**src/rtl/if_fetch_queue_if.sv**
```systemverilog
// Fetch-stage bus: IM request/data plus the ID-facing instruction outputs and stall/redirect inputs.
// The master modport is the fetch queue; the slave modport is the IM/ID side.
interface if_fetch_queue_if #(
  parameter int FETCH_WIDTH = 2
) ();
  logic                       STALL;
  logic                       Request_Alt_PC;
  logic [31:0]                Alt_PC;
  logic [31:0]                Instr_address_2IM;
  logic                       Instr_req_2IM;
  logic [32*FETCH_WIDTH-1:0]  Instr_fIM;
  logic [31:0]                Instr1_OUT;
  logic [31:0]                Instr_PC_OUT;
  logic [31:0]                Instr_PC_Plus4;
  logic                       Instr_Valid_OUT;

  modport master (
    input  STALL, Request_Alt_PC, Alt_PC, Instr_fIM,
    output Instr_address_2IM, Instr_req_2IM,
    output Instr1_OUT, Instr_PC_OUT, Instr_PC_Plus4, Instr_Valid_OUT
  );

  modport slave (
    output STALL, Request_Alt_PC, Alt_PC, Instr_fIM,
    input  Instr_address_2IM, Instr_req_2IM,
    input  Instr1_OUT, Instr_PC_OUT, Instr_PC_Plus4, Instr_Valid_OUT
  );
endinterface

```
**src/rtl/if_fetch_queue.sv**
```systemverilog
// Instruction fetch stage: FETCH_WIDTH-wide IM fetch into a circular queue, one instruction per cycle to ID.
// Optional macro IF_QUEUE_BYPASS_EN: an empty queue forwards IM word 0 straight to the ID outputs.
module if_fetch_queue #(
  parameter int          FETCH_WIDTH = 2,
  parameter int          QUEUE_DEPTH = 8,
  parameter logic [31:0] RESET_PC    = 32'hBFC00000
) (
  input  logic             CLK,
  input  logic             RESET,
  if_fetch_queue_if.master bus
);

  localparam int          PTR_W       = $clog2(QUEUE_DEPTH);
  localparam int          CNT_W       = PTR_W + 1;
  localparam logic [31:0] GROUP_BYTES = 32'(4 * FETCH_WIDTH);

  logic [31:0]      fetch_pc;
  logic [PTR_W-1:0] head;
  logic [PTR_W-1:0] tail;
  logic [CNT_W-1:0] count;

  logic [31:0]      q_instr [QUEUE_DEPTH];
  logic [31:0]      q_pc    [QUEUE_DEPTH];

  logic             redirect;
  logic             req;
  logic             bypass;
  logic             valid;
  logic             pop;
  logic             pop_q;
  logic [31:0]      alt_pc_al;
  logic [31:0]      group_pc;
  logic [31:0]      head_instr;
  logic [31:0]      head_pc;
  logic [CNT_W-1:0] space;
  logic [CNT_W-1:0] push_n;

  logic             wr_en  [FETCH_WIDTH];
  logic [PTR_W-1:0] wr_idx [FETCH_WIDTH];

  // Fetch request: a redirect always fetches; otherwise only when a whole group fits.
  assign alt_pc_al = bus.Alt_PC & 32'hFFFF_FFFC;
  assign redirect  = RESET & bus.Request_Alt_PC & ~bus.STALL;
  assign space     = CNT_W'(QUEUE_DEPTH) - count;
  assign req       = RESET & (redirect | (space >= CNT_W'(FETCH_WIDTH)));
  assign group_pc  = redirect ? alt_pc_al : fetch_pc;

`ifdef IF_QUEUE_BYPASS_EN
  assign bypass = (count == '0) & ~redirect & req;
`else
  assign bypass = 1'b0;
`endif

  // Queue head (or bypassed IM word 0) toward ID.
  assign valid      = (count != '0) | bypass;
  assign head_instr = bypass ? bus.Instr_fIM[31:0] : q_instr[head];
  assign head_pc    = bypass ? fetch_pc : q_pc[head];
  assign pop        = valid & ~bus.STALL & ~redirect;
  assign pop_q      = pop & ~bypass;

  assign bus.Instr_address_2IM = RESET ? group_pc : 32'h0;
  assign bus.Instr_req_2IM     = req;
  assign bus.Instr_Valid_OUT   = valid;
  assign bus.Instr1_OUT        = valid ? head_instr : 32'h0;
  assign bus.Instr_PC_OUT      = valid ? head_pc : 32'h0;
  assign bus.Instr_PC_Plus4    = valid ? head_pc + 32'd4 : 32'h0;

  always_comb begin
    push_n = '0;
    if (req && !redirect) begin
      push_n = (bypass && pop) ? CNT_W'(FETCH_WIDTH - 1) : CNT_W'(FETCH_WIDTH);
    end
  end

  // A bypassed-and-consumed word 0 is not stored; the rest of the group shifts down one slot.
  always_comb begin
    for (int k = 0; k < FETCH_WIDTH; k++) begin
      wr_en[k]  = 1'b0;
      wr_idx[k] = '0;
      if (redirect) begin
        wr_en[k]  = 1'b1;
        wr_idx[k] = PTR_W'(k);
      end else if (req) begin
        if (bypass && pop) begin
          wr_en[k]  = (k != 0);
          wr_idx[k] = tail + PTR_W'(k) - PTR_W'(1);
        end else begin
          wr_en[k]  = 1'b1;
          wr_idx[k] = tail + PTR_W'(k);
        end
      end
    end
  end

  always_ff @(posedge CLK) begin
    for (int k = 0; k < FETCH_WIDTH; k++) begin
      if (wr_en[k]) begin
        q_instr[wr_idx[k]] <= bus.Instr_fIM[32*k +: 32];
        q_pc[wr_idx[k]]    <= group_pc + 32'(4 * k);
      end
    end
  end

  // Control state: a redirect flushes the queue and restarts it from slot 0.
  always_ff @(posedge CLK or negedge RESET) begin
    if (!RESET) begin
      fetch_pc <= RESET_PC;
      head     <= '0;
      tail     <= '0;
      count    <= '0;
    end else if (redirect) begin
      fetch_pc <= alt_pc_al + GROUP_BYTES;
      head     <= '0;
      tail     <= PTR_W'(FETCH_WIDTH);
      count    <= CNT_W'(FETCH_WIDTH);
    end else begin
      if (req) begin
        fetch_pc <= fetch_pc + GROUP_BYTES;
      end
      head  <= head + PTR_W'(pop_q);
      tail  <= tail + push_n[PTR_W-1:0];
      count <= count + push_n - CNT_W'(pop_q);
    end
  end

endmodule

```
**src/flat_wrapper.sv**
```systemverilog
// flat-port wrapper written by rule: the top's interface ports become plain ports
module if_fetch_queue_flat 
#(
  parameter int          FETCH_WIDTH = 2,
  parameter int          QUEUE_DEPTH = 8,
  parameter logic [31:0] RESET_PC    = 32'hBFC00000
)
  (CLK, RESET, bus_STALL, bus_Request_Alt_PC, bus_Alt_PC, bus_Instr_fIM, bus_Instr_address_2IM, bus_Instr_req_2IM, bus_Instr1_OUT, bus_Instr_PC_OUT, bus_Instr_PC_Plus4, bus_Instr_Valid_OUT);
  if_fetch_queue_if #(.FETCH_WIDTH(FETCH_WIDTH)) bus_i ();
  input  logic CLK;
  input  logic RESET;
  input wire logic [$bits(bus_i.STALL)-1:0] bus_STALL;
  input wire logic [$bits(bus_i.Request_Alt_PC)-1:0] bus_Request_Alt_PC;
  input wire logic [$bits(bus_i.Alt_PC)-1:0] bus_Alt_PC;
  input wire logic [$bits(bus_i.Instr_fIM)-1:0] bus_Instr_fIM;
  output wire logic [$bits(bus_i.Instr_address_2IM)-1:0] bus_Instr_address_2IM;
  output wire logic [$bits(bus_i.Instr_req_2IM)-1:0] bus_Instr_req_2IM;
  output wire logic [$bits(bus_i.Instr1_OUT)-1:0] bus_Instr1_OUT;
  output wire logic [$bits(bus_i.Instr_PC_OUT)-1:0] bus_Instr_PC_OUT;
  output wire logic [$bits(bus_i.Instr_PC_Plus4)-1:0] bus_Instr_PC_Plus4;
  output wire logic [$bits(bus_i.Instr_Valid_OUT)-1:0] bus_Instr_Valid_OUT;
  assign bus_i.STALL = bus_STALL;
  assign bus_i.Request_Alt_PC = bus_Request_Alt_PC;
  assign bus_i.Alt_PC = bus_Alt_PC;
  assign bus_i.Instr_fIM = bus_Instr_fIM;
  assign bus_Instr_address_2IM = bus_i.Instr_address_2IM;
  assign bus_Instr_req_2IM = bus_i.Instr_req_2IM;
  assign bus_Instr1_OUT = bus_i.Instr1_OUT;
  assign bus_Instr_PC_OUT = bus_i.Instr_PC_OUT;
  assign bus_Instr_PC_Plus4 = bus_i.Instr_PC_Plus4;
  assign bus_Instr_Valid_OUT = bus_i.Instr_Valid_OUT;
  if_fetch_queue #(.FETCH_WIDTH(FETCH_WIDTH), .QUEUE_DEPTH(QUEUE_DEPTH), .RESET_PC(RESET_PC)) u_core (.CLK(CLK), .RESET(RESET), .bus(bus_i));
endmodule
```
**config.mk**
```make
export PLATFORM = sky130hd
export DESIGN_NAME = if_fetch_queue_flat
export DESIGN_NICKNAME = d
export VERILOG_FILES = /design/src/rtl/if_fetch_queue_if.sv /design/src/rtl/if_fetch_queue.sv /design/src/flat_wrapper.sv
export SDC_FILE = /design/constraint.sdc
export NUM_CORES = 1
export LEC_CHECK = 0
export CAP_MARGIN = 15
export CORE_ASPECT_RATIO = 1.5
export CORE_MARGIN = 8
export CORE_UTILIZATION = 48
export DETAILED_ROUTE_END_ITERATION = 10
export GPL_ROUTABILITY_DRIVEN = 0
export GPL_TIMING_DRIVEN = 0
export PLACE_DENSITY_LB_ADDON = 0.1
export SETUP_SLACK_MARGIN = 0.4
export SLEW_MARGIN = 40
export SYNTH_ARGS = -nofsm -noshare
export SYNTH_HDL_FRONTEND = slang
export SYNTH_SLANG_ARGS = --single-unit
export TNS_END_PERCENT = 20
```
**constraint.sdc**
```tcl
create_clock -name CLK -period 8.3 [get_ports CLK]
set_input_delay 1.245 -clock CLK [delete_from_list [all_inputs] [get_ports CLK]]
set_output_delay 1.245 -clock CLK [all_outputs]
set_load 0.02 [all_outputs]
```
# [Yosys cells after proc, flatten, opt, wreduce, memory -nomap -nowiden]
# Memory sizes are Yosys's and may differ from the RTL's.
# Cells that the tools add are included.
[op_classes] n_lt_le_gt_ge=1 bitwise=8 n_reduce_logical=4 add_sub_neg=10 mux=19
[op_table] operator="32-bit 2-to-1 mux" n=7
[op_table] operator="32-bit by 3-bit adder with 32-bit output, second input constant" n=2
[op_table] operator="32-bit by 4-bit adder with 32-bit output, second input constant" n=2
[op_table] operator="3-bit 2-to-1 mux" n=6
[op_table] operator="1-bit AND" n=5
[op_table] operator="4-bit adder" n=1
[op_table] operator="4-bit by 2-bit >= comparator with 1-bit output, second input constant" n=1
[op_table] operator="1-bit 2-to-1 mux" n=4
[op_table] operator="4-bit 2-to-1 mux" n=1
[op_table] operator="4-bit nonzero test" n=1
[op_table] operator="4-bit by 1-bit subtractor with 4-bit output" n=1
[op_table] operator="4-bit subtractor, first input constant" n=1
[op_table] operator="3-bit by 1-bit adder with 3-bit output" n=1
[op_table] operator="3-bit by 1-bit adder with 3-bit output, second input constant" n=1
[op_table] operator="3-bit adder" n=1
[op_table] operator="2-bit 2-to-1 mux" n=1
[op_table] operator="1-bit NOT" n=2
[op_table] operator="2-bit nonzero test" n=1
[op_table] operator="1-bit logical AND" n=1
[op_table] operator="1-bit zero test" n=1
[op_table] operator="1-bit OR" n=1
[totals] wordCells=48 out_inout_bits=130 in_bits=100 memories=2 register_bits=42 ram_bits=512
[memory_table] name="u_core.q_instr" depth=8 word_bits=32 rd=1 rd_ports_with_merged_regs=0 write_ports=2 line="if_fetch_queue.sv:22" text="logic [31:0] q_instr [QUEUE_DEPTH];"
[memory_table] name="u_core.q_pc" depth=8 word_bits=32 rd=1 rd_ports_with_merged_regs=0 write_ports=2 line="if_fetch_queue.sv:23" text="logic [31:0] q_pc [QUEUE_DEPTH];"

# [Logic depth before layout (Yosys ltp)]
[logic_depth] word_depth=9 depth_mapped=16

# [Worst setup path after synthesis]
# Ideal clock, no wire load.
[synth_timing] path_kind="input port to flip-flop" startpoint="input port RESET" endpoint="memory u_core.q_instr[3][0], enable pin" required_ps=7849 arrival_ps=4423 setup_time_ps=451 cell_stages=9 slack_ps=3426 path_cell_list="and3b_1 -> buf_6 -> buf_6 -> buf_6 -> buf_2 -> nor2_1 -> nand3b_1 -> inv_1 -> clkbuf_1"
[synth_lines] element="from (decl)" line="flat_wrapper.sv:11" text="input logic RESET;"
[synth_lines] element="to (decl)" line="if_fetch_queue.sv:22"

==> results.rst <==
.. list-table::
   :header-rows: 1

   * - Metric
     - Value
   * - Final Slew Violations
     - 0
   * - Net count of the finished layout
     - around 2.6k
   * - TritonCTS clock tree
     - done
   * - Worst setup endpoint
     - u_core.q_pc[1][29]$_DFFE_PP_
   * - Die outline height
     - approximately 300 µm
   * - Cell area after synthesis
     - roughly 27000 µm²
   * - Layout cell share with drive strength beyond 1
     - 0.1261
   * - Quantity of gates resized following cts
     - 0
   * - Share of the core filled with cells in the final layout
     - 0.5768
   * - TritonRoute pass-1 iters
     - 7
   * - Initial antenna violation count
     - 2
   * - Number of vias after detailed routing
     - 18.18k
   * - Overall power after layout
     - around 12000 µW
   * - Setup TNS after final layout
     - 0 ns
   * - EDFF count, synth
     - about 500
   * - Headroom to the max-slew limit
     - 0.4057
   * - Arrival @ worst endpoint
     - 7.06 ns
   * - Worst Hold Class
     - reg2reg
   * - Count of state elements after synthesis
     - around 540
   * - Number of warning messages in the yosys log
     - 0
   * - Peak supply drop
     - 0.3389 mV
   * - Core footprint
     - 55440 µm²
   * - Most frequent cells in the layout
     - 551 x sky130_fd_sc_hd__nand2_1, 496 x sky130_fd_sc_hd__edfxtp_1, 220 x sky130_fd_sc_hd__clkdlybuf4s50_1
   * - Count of final setup violators
     - 0
   * - Top achievable clock speed
     - 0.1483 GHz
   * - Root buffer cell
     - sky130_fd_sc_hd__clkbuf_16
   * - Count of distinct cell types in the synthesized netlist
     - 63
   * - Commonest register cell after synthesis
     - sky130_fd_sc_hd__edfxtp_1
   * - Count of max-cap constraint violations
     - 0
   * - Unrepaired setup endpoints after global routing
     - false
   * - Mapped Cells
     - 2224
   * - Deepest clock path buffer count
     - 3
   * - Number of hold buffers added after CTS
     - 0
   * - Final-report hold violation count
     - 0
   * - Drt via density
     - 5.571
   * - Final antenna-violating net count
     - 0
   * - Initial drt markers
     - about 1.5k
   * - Dpl hpwl
     - 57770 µm
   * - Min Tclk post-route
     - about 6.7 ns
   * - Critical path launch point type
     - primary input
   * - Horizontal extent of the die
     - approximately 210 µm
   * - Post-route design area
     - 31980 µm²
   * - Total Wirelength
     - 82110 µm
   * - Area Overhead vs Synth
     - 19.70%
   * - Die footprint
     - 63620 µm²
   * - IO Pins
     - 230
   * - Outcome
     - finished, final reports clean
   * - Reg-to-reg critical path startpoint
     - u_core.count[0]$_DFF_PN0_
   * - Worst clock skew
     - 0.01824 ns
   * - Remaining Overflow, GRT
     - 0
   * - Port bufs
     - 221
   * - Class of the most critical setup path
     - in2reg
   * - Reg2reg end
     - u_core.q_instr[1][8]$_DFFE_PP_
   * - Global-route usage over all layers
     - 0.2558
   * - Clock-pin slew on the worst setup and hold paths
     - 0.06 ns
   * - Initial cell density of the core
     - 0.4819
   * - Most frequent standard cell in the layout excluding fill and tap cells
     - sky130_fd_sc_hd__nand2_1
   * - Leakage power
     - between 0.01 and 0.015 µW
   * - Register-to-register path setup slack
     - between 4 and 5 ns
   * - Ratio of total power to cell area
     - roughly 390 nW/µm²
   * - Depth of the CTS H-tree
     - 2
   * - Global-route wire length before repair
     - 121000 µm
   * - Number of design rule violations left after detail routing
     - 0
   * - Transition at the pin with the smallest max-transition slack
     - ~0.9 ns
   * - Placed standard-cell area
     - 30220 µm²
   * - Final critical-path share of the clock period
     - 0.8125
   * - Number of buffers created by CTS
     - 53
   * - Average wire length per cell after detail routing
     - 25.15 µm
   * - Fraction of the yosys area taken by sequential cells
     - 0.5945
   * - Required time of the critical path
     - 8.62 ns
   * - Clock network latency to the later pin of the worst-skew pair
     - 0.59 ns
   * - Max FO, Critical Path
     - 10
   * - Share of synthesized flip-flops with an asynchronous set or reset
     - 0.07290
   * - Clk sinks
     - between 500 and 600
   * - Filler cell count
     - 4563
   * - Avg Cell Area, Syn
     - roughly 12 µm²
   * - Via count of the first global-routing pass
     - 18.98k
   * - Number of buffers inserted by post-CTS setup repair
     - 0
   * - Count of cells along the worst register-to-register path
     - 10
   * - Maximum number of pins on one net before global-route repair
     - 39
   * - Worst hold path cell count
     - 2
   * - Placement Rows
     - 106
   * - CP Capture Type
     - register
   * - Critical Path Source
     - bus_Request_Alt_PC
-- cell usage after synthesis, drive strengths merged (4+ instances only) --
cell    instances  area (µm²)
nand3b          5       50.05
nand2         551        2068
o21ai          32       160.2
nor4           17       133.9
or4             4       33.78
dfstp           9       236.5
clkbuf        195       733.2
xor2           19       166.4
nand4           9       62.56
nand2b          8       50.05
nand3          27       135.1
inv           105       394.1
and2           41       256.5
edfxtp        496       14890
nor3           23       120.1
buf            54       295.3
dfrtp          30       750.7
mux2i          85       882.1
a21oi          14       70.07
mux2            8       93.84
and3            4       25.02
ha             12       150.1
mux4          122        2748
a211oi          4       35.03
xnor2         143        1252
nor2          174       663.1
or3             4       25.02
-- worst max-delay path, cell delays in order --
cell                              delay (ns)
sky130_fd_sc_hd__clkdlybuf4s50_1        0.50
sky130_fd_sc_hd__and3b_1                0.18
sky130_fd_sc_hd__buf_6                  0.14
sky130_fd_sc_hd__buf_6                  0.19
sky130_fd_sc_hd__buf_6                  0.22
sky130_fd_sc_hd__buf_2                  0.46
sky130_fd_sc_hd__buf_2                  0.52
sky130_fd_sc_hd__buf_1                  0.60
sky130_fd_sc_hd__nand2_1                0.25
sky130_fd_sc_hd__nand2_1                0.31
sky130_fd_sc_hd__ha_1                   0.32
sky130_fd_sc_hd__inv_1                  0.10
sky130_fd_sc_hd__a211oi_2               0.64
sky130_fd_sc_hd__nand4_1                0.58
sky130_fd_sc_hd__nor3_2                 0.49
sky130_fd_sc_hd__nand2_1                0.13
sky130_fd_sc_hd__xnor2_1                0.17
-- worst min path at each step --
stage,end,startpoint,slack (ns)
2_1_floorplan,u_core.fetch_pc[13]$_DFFE_PN0P_,u_core.fetch_pc[13]$_DFFE_PN0P_,0.45
3_3_place_gp,u_core.fetch_pc[3]$_DFFE_PN0P_,u_core.fetch_pc[3]$_DFFE_PN0P_,0.47
3_5_place_dp,u_core.fetch_pc[29]$_DFFE_PN1P_,u_core.fetch_pc[29]$_DFFE_PN1P_,0.47
4_1_cts,u_core.fetch_pc[6]$_DFFE_PN0P_,RESET,0.48
5_1_grt,u_core.fetch_pc[5]$_DFFE_PN0P_,RESET,0.48
6_report,u_core.fetch_pc[29]$_DFFE_PN1P_,u_core.fetch_pc[29]$_DFFE_PN1P_,0.48
-- cells by family after synthesis --
logic type                 count (synthesis)  share of synthesized area
adders and majority gates                 13                   0.006369
DFF                                      535                     0.5945
other                                      1                  0.0001404
and+or+nand+nor                          878                     0.1389
muxes                                    215                     0.1394
buffers and inverters                    355                    0.05339
xor gates and xnor gates                 162                    0.05311
AOI/OAI and AO/OA                         65                    0.01424
-- state kept, by name (all words and copies together) (netlist names) --
name	cells
u_core.count	4
u_core.tail	2
u_core.fetch_pc	30
u_core.q_instr	256
u_core.head	3
u_core.q_pc	240
-- layer usage --
layer | global-route usage | vias up | part of all wire
li1 | - | 8202 | -
met1 | 0.2936 | 9172 | 0.37
met2 | 0.4829 | 660 | 0.54
met3 | 0.03380 | 147 | 0.057
met4 | 0.08655 | 2 | 0.032
met5 | 0 | - | 0.00012
-- layout make-up --
| type | instances | area (µm²) | area share |
|---|---|---|---|
| plain buffers | 249 | 1060 | 0.03314 |
| clock buffers | 69 | 1406 | 0.04398 |
| diodes | 1 | 2.502 | 0.00007825 |
| repair buffers | 236 | 2525 | 0.07895 |
| flip-flops and latches | 535 | 15880 | 0.4966 |
| inverters | 106 | 417.9 | 0.01307 |
| multi-input cells | 1339 | 9465 | 0.2960 |
| well taps | 702 | 878.3 | 0.02747 |
| clock inverters | 27 | 342.8 | 0.01072 |
-- power breakdown --
group          switching (µW)  internal [µW]
Clock                    1040           1440
Sequential                181           3820
Combinational            3550           2380
-- through the flow --
step           hold slack, ns  worst slack [ns]  cells
5_1_grt                0.4832             1.442   3264
3_5_place_dp           0.4713             1.128   3167
6_report               0.4811             1.557   3264
2_1_floorplan          0.4492             3.426   2229
4_1_cts                0.4806             1.671   3263
3_3_place_gp           0.4664            -1.819   3152
(Power assumes the default switching activity.)
==> RTL edit, RTL diff (same settings) <==
`QUEUE_DEPTH` is set to 8 in 2 places; all go to 16.
--- a/src/rtl/if_fetch_queue.sv
+++ b/src/rtl/if_fetch_queue.sv
@@ -3,5 +3,5 @@
 module if_fetch_queue #(
   parameter int          FETCH_WIDTH = 2,
-  parameter int          QUEUE_DEPTH = 8,
+  parameter int          QUEUE_DEPTH = 16,
   parameter logic [31:0] RESET_PC    = 32'hBFC00000
 ) (
--- a/src/flat_wrapper.sv
+++ b/src/flat_wrapper.sv
@@ -3,5 +3,5 @@
 #(
   parameter int          FETCH_WIDTH = 2,
-  parameter int          QUEUE_DEPTH = 8,
+  parameter int          QUEUE_DEPTH = 16,
   parameter logic [31:0] RESET_PC    = 32'hBFC00000
 )
Function: not settled (the Yosys comparison gave no result); the edit may change what the design does.
==> RTL edit against the unedited design <==
Worst setup slack got worse by 0.69 ns; die area grew 84%; power rose by 73%; critical path type is now flip-flop to output port; wire length rose by 110%; area after synthesis increased by 90%; final cell count increased by 77%; sequential share of layout area grew 2.7 points; largest power group unchanged; design area up 84%; sequential cell count rose by 499; highest routed layer unchanged; non-clock buffer count up 286.
==> RTL edit: results (changes against the unedited design) <==
Synthesis
  • Synth Area per Inst: 12.8 um^2 (+7.0%)
  • Synth top area cells: edfxtp_1 59%, mux4_2 12%, nand2_1 7.2%
  • Yosys cell types: 69 (+9.5%)
  • Synth Flop Type: edfxtp_1
  • YS warnings: 0 (unchanged)
  • Asr flop ratio synth: 4.06% (-3.2 points)
  • Post-synth top cells: 992 x edfxtp_1, 972 x nand2_1, 451 x clkbuf_1
  • Sequential area share after synthesis: 60.6% (+1.2 points)
  • Number of flops mapped to enable cells by yosys: 992 (+100%)

Worst setup path
  • Crit path max-delay family: buffers and inverters
  • Slowest cell on crit path: clkbuf_1
  • CP max FO: 10 (unchanged)
  • Critical Path Max Stage Delay: 0.69 ns (+0.05 ns)
  • Critical Path AT: 6.19 ns (-0.87 ns)

Clock network
  • Clock insertion delay at the later pin of the skew report: 0.71 ns (+0.12 ns)
  • TritonCTS buffer count: 103 (+94%)
  • Resized Gates After CTS: 0 (unchanged)
  • Post-CTS Setup Inserts: 0 (unchanged)
  • Reg clk slew, reported paths: 0.07 ns
  • Htree depth: 3 (+1)
  • Clock Path Buffers: 3 (unchanged)
  • CTS root buffer: clkbuf_16

Layout
  • Nets: 4388 (+67%)
  • FILL cells: 8748 (+92%)
  • Layout cells sized above 1: 18.1% (+5.5 points)
  • Max FFs per register: 512 (+100%)

Global route
  • Initial antenna violation count: 10 (+8)
  • Global-route usage over all layers: 29.3% (+3.7 points)
  • Vias in the first global route: 33800 (+78%)
  • First-pass GRT wire length: 243000 um (+100%)
  • Largest net degree at the start of global routing: 49 (+26%)

Routing
  • First drt pass iteration count: 5 (-2)
  • Final WL: 172000 um (+110%)
  • Vias: 33100 (+82%)
  • Vias per cell: 5.74 (+3.0%)
  • 1st-iter DRT viols: 3684 (+150%)
  • # DRC: 0 (unchanged)

Timing
  • Slew @ Worst Pin: 0.969 ns (+0.0771 ns)
  • Clock skew: 0.0298 ns (+0.0116 ns)

Pwr
  • Maximum vdd drop: 0.000297 V (-12%)
  • Leakage: 0.0213 uW (+81%)

Place
  • Port Buffer Count: 155 (-30%)
  • Placed Cells incl. Taps: 5571 (+76%)
  • HPWL Detailed: 115000 um (+99%)

Min path
  • Worst hold-check path type: input pin to asynchronous set/reset pin

Outcome
  • Status: finished clean
[RTL edit: cell types whose count changed in the layout (fill, tap and decap cells not counted), sizes merged, moves of 66 or more]
cell,change
buf,+94
clkbuf,+312
clkdlybuf4s50,-66
edfxtp,+496
inv,+84
mux2,+68
mux4,+156
nand2,+421
xnor2,+123
[RTL edit: final cells by class]
cell class                      instances  area share [%]
Sequential cell                      1034            52.4
Multi-Input combinational cell       2169            28.6
Clock buffer                          123            4.66
Buffer                                569            4.48
Timing Repair Buffer                  202            4.39
Tap cell                             1406            2.99
Inverter                              192            1.33
Clock inverter                         67            1.11
Antenna cell                            3          0.0128
[RTL edit: kinds of logic after synthesis]
kind of cell,Yosys count,share of synthesized area (%)
AO/OA/AOI/OAI,128,1.57
other,1,0.00737
adder cells (fa/ha/maj),17,0.433
AND/OR/NAND/NOR,1354,11.3
buffers and inverters,761,6.37
flip-flops,1034,60.6
XOR/XNOR,273,4.72
multiplexers,391,15.0
[RTL edit: path summary, 6_finish.rpt]
path / from / endpoint / slack, ns / cells past startpoint
max: u_core.head[3]$_DFF_PN0_ / bus_Instr_PC_Plus4[30] / 0.87 / 15
min: RESET / u_core.count[2]$_DFF_PN0_ / 0.44 / 1
max reg2reg: u_core.count[2]$_DFF_PN0_ / u_core.q_pc[4][28]$_DFFE_PP_ / 3.26 / 15
min reg2reg: u_core.fetch_pc[26]$_DFFE_PN1P_ / u_core.fetch_pc[26]$_DFFE_PN1P_ / 0.47 / 2
max in group asynchronous: RESET / u_core.fetch_pc[22]$_DFFE_PN1P_ / 7.31 / 2
min in group CLK: u_core.fetch_pc[26]$_DFFE_PN1P_ / u_core.fetch_pc[26]$_DFFE_PN1P_ / 0.47 / 2
[RTL edit: report_power, final]
group          internal (uW)  switching [uW]
Clock                   2730            2090
Sequential              6870             218
Combinational           3880            5740
[RTL edit: through the flow]
stage / instance area [um^2] / setup slack [ns] / total power [uW] / TNS, ns
2_1_floorplan: 50900 / 3.48 / 12800 / 0
3_3_place_gp: 54200 / -4.28 / 16600 / -2796.56
3_5_place_dp: 55400 / 1.70 / 16800 / 0
4_1_cts: 58800 / 0.913 / 21600 / 0
5_1_grt: 58900 / 0.807 / 22300 / 0
6_report: 58900 / 0.867 / 21500 / 0
[RTL edit: per-layer routing]
| layer | vias up | part of all wire, % | track usage [%] |
|---|---|---|---|
| met5 | - | 0.026 | 0 |
| met4 | 8 | 5.3 | 14.4 |
| met3 | 391 | 7.9 | 5.01 |
| met2 | 1637 | 50 | 50.4 |
| met1 | 16800 | 36 | 35.4 |
| li1 | 14200 | - | - |
